[src/rtl/cpu_pkg.sv]
// Shared CPU-side typedefs: bus word type, register-bus operation codes and
// the register-bus sequencer states.
package cpu_pkg;

  localparam int BUS_W = 8;

  typedef logic [BUS_W-1:0] bus_word_t;

  typedef enum logic [1:0] {
    RB_MOV  = 2'd0,
    RB_LOAD = 2'd1,
    RB_CLR  = 2'd2,
    RB_SWAP = 2'd3
  } enum_rb_op_t;

  typedef enum logic [2:0] {
    ST_IDLE  = 3'd0,
    ST_EXEC  = 3'd1,
    ST_SWP_A = 3'd2,
    ST_SWP_B = 3'd3,
    ST_SWP_C = 3'd4
  } enum_rb_state_t;

endpackage

[src/rtl/common_reg.sv]
// Generic enabled register with asynchronous active-low clear.
module common_reg #(
  parameter int pDATA_WIDTH = 8
) (
  input  logic                   iclk,
  input  logic                   irst_n,
  input  logic                   iwe,
  input  logic [pDATA_WIDTH-1:0] id,
  output logic [pDATA_WIDTH-1:0] oq
);

  always_ff @(posedge iclk or negedge irst_n) begin
    if (!irst_n) begin
      oq <= '0;
    end else if (iwe) begin
      oq <= id;
    end
  end

endmodule

[src/rtl/cpu_reg_bus.sv]
// Register file on a single shared bus: MOV/LOAD/CLR in one bus cycle,
// SWAP in three bus cycles through a temporary register.
module cpu_reg_bus
  import cpu_pkg::*;
#(
  parameter int pDATA_WIDTH = 8,
  parameter int pREG_NO     = 4,
  parameter int pIDX_W      = $clog2(pREG_NO)
) (
  input  logic                           iclk,
  input  logic                           irst_n,
  input  logic                           ien,
  input  logic                           ireq_valid,
  output logic                           oreq_ready,
  input  logic [1:0]                     iop,
  input  logic [pIDX_W-1:0]              isrc_idx,
  input  logic [pIDX_W-1:0]              idst_idx,
  input  logic [pDATA_WIDTH-1:0]         iext_data,
  output logic [pDATA_WIDTH-1:0]         obus,
  output logic [pREG_NO*pDATA_WIDTH-1:0] oreg_data,
  output logic                           obusy,
  output logic                           odone,
  output logic                           oerr,
  output logic [2:0]                     odbg_state
);

  localparam logic [pIDX_W:0] REG_BOUND = (pIDX_W+1)'(pREG_NO);

  enum_rb_state_t         state_q, state_d;
  enum_rb_op_t            op_q;
  logic [pIDX_W-1:0]      src_q, dst_q;
  logic [pDATA_WIDTH-1:0] ext_q, tmp_q;
  logic [pDATA_WIDTH-1:0] regs [pREG_NO];
  logic [pREG_NO-1:0]     reg_we;
  logic                   accept, idx_bad, done_d;

  // Handshake: a request transfers on a rising edge where ien, ireq_valid
  // and oreq_ready are all 1; ready is high only while IDLE.
  assign oreq_ready = (state_q == ST_IDLE);
  assign obusy      = ~oreq_ready;
  assign accept     = ien & ireq_valid & oreq_ready;
  assign idx_bad    = ({1'b0, isrc_idx} >= REG_BOUND) | ({1'b0, idst_idx} >= REG_BOUND);
  assign odbg_state = state_q;

  always_comb begin
    state_d = state_q;
    obus    = '0;
    reg_we  = '0;
    done_d  = 1'b0;
    case (state_q)
      ST_IDLE: begin
        if (accept && !idx_bad) begin
          state_d = (iop == RB_SWAP) ? ST_SWP_A : ST_EXEC;
        end
      end
      ST_EXEC: begin
        case (op_q)
          RB_MOV:  obus = regs[src_q];
          RB_LOAD: obus = ext_q;
          default: obus = '0;
        endcase
        reg_we[dst_q] = 1'b1;
        done_d        = 1'b1;
        state_d       = ST_IDLE;
      end
      ST_SWP_A: begin
        obus    = regs[src_q];
        state_d = ST_SWP_B;
      end
      ST_SWP_B: begin
        obus          = regs[dst_q];
        reg_we[src_q] = 1'b1;
        state_d       = ST_SWP_C;
      end
      ST_SWP_C: begin
        obus          = tmp_q;
        reg_we[dst_q] = 1'b1;
        done_d        = 1'b1;
        state_d       = ST_IDLE;
      end
      default: state_d = ST_IDLE;
    endcase
    // A disabled cycle must not write, so the bus value is simply held.
    if (!ien) begin
      reg_we = '0;
    end
  end

  always_ff @(posedge iclk or negedge irst_n) begin
    if (!irst_n) begin
      state_q <= ST_IDLE;
      op_q    <= RB_MOV;
      src_q   <= '0;
      dst_q   <= '0;
      ext_q   <= '0;
      tmp_q   <= '0;
      odone   <= 1'b0;
      oerr    <= 1'b0;
    end else if (ien) begin
      state_q <= state_d;
      odone   <= done_d;
      oerr    <= accept & idx_bad;
      if (accept) begin
        op_q  <= enum_rb_op_t'(iop);
        src_q <= isrc_idx;
        dst_q <= idst_idx;
        ext_q <= iext_data;
      end
      if (state_q == ST_SWP_A) begin
        tmp_q <= obus;
      end
    end
  end

  for (genvar i = 0; i < pREG_NO; i++) begin : g_reg
    common_reg #(.pDATA_WIDTH(pDATA_WIDTH)) u_reg (
      .iclk  (iclk),
      .irst_n(irst_n),
      .iwe   (reg_we[i]),
      .id    (obus),
      .oq    (regs[i])
    );
    assign oreg_data[i*pDATA_WIDTH +: pDATA_WIDTH] = regs[i];
  end

endmodule

[config.mk]
export PLATFORM = sky130hd
export DESIGN_NAME = cpu_reg_bus
export DESIGN_NICKNAME = d
export VERILOG_FILES = /design/src/rtl/cpu_pkg.sv /design/src/rtl/common_reg.sv /design/src/rtl/cpu_reg_bus.sv
export SDC_FILE = /design/constraint.sdc
export NUM_CORES = 1
export LEC_CHECK = 0
export ABC_AREA = 1
export CORE_UTILIZATION = 50
export DETAILED_ROUTE_END_ITERATION = 8
export PLACE_DENSITY = 0.88
export SYNTH_ARGS = -nofsm -noshare
export SYNTH_HDL_FRONTEND = slang
export SYNTH_HIERARCHICAL = 1
export SYNTH_SLANG_ARGS = --single-unit
export TNS_END_PERCENT = 30
[constraint.sdc]
create_clock -name iclk -period 1.9 [get_ports iclk]
set_input_delay 0.38 -clock iclk [delete_from_list [all_inputs] [get_ports iclk]]
set_output_delay 0.38 -clock iclk [all_outputs]
set_load 0.005 [all_outputs]
==> reports/metrics.yaml <==
critical_path:
  critical_path_class: "reg -> out"
  path_max_fanout: 7
  slowest_stage: "dfrtp_2"
  rr_worst_depth: 10
  required_ns: 1.52
  critPathLaunchType: "register"
  crit_arrival_ns: 1.64
  reg2reg_from: "odbg_state[1]"
  cp-end-kind: "output pin"
  r2r-end: "g_reg[0].u_reg/oq[0]"
  rrSetupSlack_ns: 0.06
  cpMostUsedCell: "nand2_1"
  slowest_delay_ns: 0.42
  cp_cell_sequence: "clkinvlp_4 -> buf_6 -> nand2_2 -> nand2_1 -> nand2_1 -> nand2_1 -> nand2_1 -> nand3_2 -> buf_2"
global_routing:
  grt_pass1_wl_um: 17180
  gr-usage-all-layers_pct: 31.65
  overflow: 0
  antenna_found_initial: 0
  grt_max_degree: 34
  grt_pass1_vias: 3608
sta:
  clock_skew_ns: 0.005365
  slew_violations: 0
  rsz0062_at_grt: "yes"
  setup_slack_ns: -0.1215
  setup_viol: 8
  fmax_mhz: 494.7
  period_share_pct: 106.4
  tns_ns: -0.6105
  whs_ns: 0.03980
  worst_pin_slew_ns: 0.6143
  hold_viol_final: 0
  maxSlewHeadroom_pct: 59.04
  finalCriticalPeriod_ns: 2.021
clock_network:
  clk_pin_slew_worst_paths_ns: 0.07
  h-tree-depth: 3
  cts_buffers: 9
  cts_tree: "yes"
  worst_skew_pair.late_latency_ns: 0.35
  cts.path.max_buffers: 2
  cts-root-buf: "clkbuf_8"
  cts_sinks: 58
logic_synthesis:
  yosys_warnings: 6
  syn_area_mm2: 0.003371
  synth_top_area_cell: "dfrtp_1"
  synth_cell_types: 24
  syn_area_per_cell_um2: 6.782
  syn_inst: 497
  yosysTopAreaCellShare_pct: 43.06
  synth.area.top_cells: "dfrtp_1, nand2_1, nor2_1"
  yosys_register_bits: 58
  synthSimpleGateAreaFrac_pct: 43.99
  synthXorXnorAreaFrac_pct: 0
  synthAdderAreaFrac_pct: 0
  synth_compound_area_share_pct: 4.714
  synth_seq_area_share_pct: 43.06
  synth_top_family_by_area: "simple AND/OR/NAND/NOR gates"
  synthesis.nets: 515
  synth_mux_area_share_pct: 0
final_layout:
  diodes: 0
  multi_input_comb_area_mm2: 0.001714
  fin_cells: 693
  final_util_pct: 72.61
  post-route-cell-area_mm2: 0.004663
  num-nets-final: 629
  syn_to_final_growth_pct: 38.34
  drive_above_1_share_pct: 22.08
  nFillCells: 517
  register_area_mm2: 0.001455
routing:
  avgViaCountPerCell: 5.401
  drtIter0Drc: 261
  drtAntennaViolNets: 0
  drt_pass1_iterations: 8
  totalWireLength_um: 10510
  drcViolationCount: 10
  num_vias: 3743
  wl_per_cell_um: 15.17
outcome:
  outcome: "complete, but fails checks"
  violations: "DRC, setup timing"
floorplan:
  die_h_um: 84.11
  num_rows: 29
  core_area_mm2: 0.006422
  die_area_mm2: 0.007074
  fp.dieW_um: 84.11
  start_util_pct: 52.48
  ioPinCount: 65
placed_design:
  dp_hpwl_um: 7575
  place_area_mm2: 0.004284
  port_buffers: 63
  dp_slack_ns: -0.1168
  gp_congestion: 0.9819
  post-place-cells: 661
power:
  totalPowerFinal_mw: 6.549
  power_density_mw_per_mm2: 1404
  ir_worst_vdd_uv: 898.3
  p_leak_nw: 2.558
min_path:
  hold_class: "in -> async"
job:
  cap_violations: 0
==> area by class of cell <==
type | count | share of cell area, %
multi-input combinational | 390 | 36.76
sequential | 58 | 31.20
timing repair buffer | 119 | 23.13
clock buffer | 10 | 2.951
inverter | 32 | 2.844
tap | 77 | 2.066
clock inverter | 6 | 0.8854
timing repair inverter | 1 | 0.1610
==> synth_stat cells <==
cell	n
a21oi_1	5
a21oi_2	5
a31oi_1	1
buf_2	2
buf_4	5
buf_6	8
clkbuf_1	3
conb_1	1
dfrtp_1	58
inv_1	24
inv_2	6
inv_4	2
nand2_1	303
nand2_2	4
nand2_4	1
nand3_1	12
nand3_2	5
nand3_4	1
nand3b_4	1
nor2_1	34
nor2_4	3
o21ai_0	3
o21ai_1	5
o21ai_2	5
==> worst max-delay path, delay by kind of cell (launching register included) <==
kind | cells | cell delay [ns]
buffers and inverters | 3 | 0.50
flip-flops | 1 | 0.42
AND/OR/NAND/NOR | 6 | 0.37
==> how the worst max path moves through the flow <==
stage	endpoint	cells after the start	startpoint	slack (ns)
floorplan	g_reg[0].u_reg/oq[0]	9	odbg_state[1]	0.37
global placement	obus[0]	6	odbg_state[1]	-0.07
detailed placement	obus[2]	6	odbg_state[1]	-0.12
CTS	obus[1]	9	dst_q[0]	-0.15
global route	obus[7]	9	dst_q[0]	-0.17
finish	obus[7]	9	dst_q[0]	-0.12
==> cell usage in the layout, fill, tap and decap left out, drive strengths merged <==
master	netlist	routed
nand3b	1	1
o21ai	13	13
inv	32	33
a21oi	10	10
clkbuf	3	12
nand2	308	309
dlygate4sd2	0	2
dlymetal6s2s	0	1
a31oi	1	1
nor2	37	37
conb	1	1
clkinv	0	2
clkdlybuf4s50	0	51
nand3	18	18
dfrtp	58	58
clkinvlp	0	4
buf	15	63
==> registers in the layout, summed over array words and instances (netlist names) <==
signal	flops
odbg_state	3
src_q	2
odone	1
tmp_q	8
g.u_reg/oq	32
ext_q	8
dst_q	2
op_q	2
==> timing repair <==
action	4_1_cts	5_1_grt
hold buffers	0	0
pin swaps	10	13
endpoints found under the setup margin	11	15
gates cloned	3	0
buffers inserted	12	1
resized for setup	55	17
==> logic make-up after synthesis <==
logic type             Yosys count
AOI/OAI and AO/OA               24
buffers and inverters           50
DFF                             58
other                            1
and+or+nand+nor                364
==> where the power goes <==
group          internal, mW  total, mW  leakage [nW]  switching [mW]
sequential             1.65       2.09         0.769           0.438
clock                 0.507       1.04        0.0847           0.535
combinational          1.61       3.42          1.70            1.81
total                  3.77       6.55          2.56            2.78
==> layer usage <==
| metal | up-vias | wire length (um) | track usage (%) | share of wire, % |
|---|---|---|---|---|
| li1 | 1729 | - | - | - |
| met1 | 1746 | 3978 | 38.11 | 38 |
| met2 | 211 | 5222 | 54.40 | 50 |
| met3 | 57 | 799 | 4.748 | 7.6 |
| met4 | 0 | 511 | 17.71 | 4.9 |
| met5 | - | 0 | 0 | 0 |
Note: power is estimated with default switching activity, not from simulation.
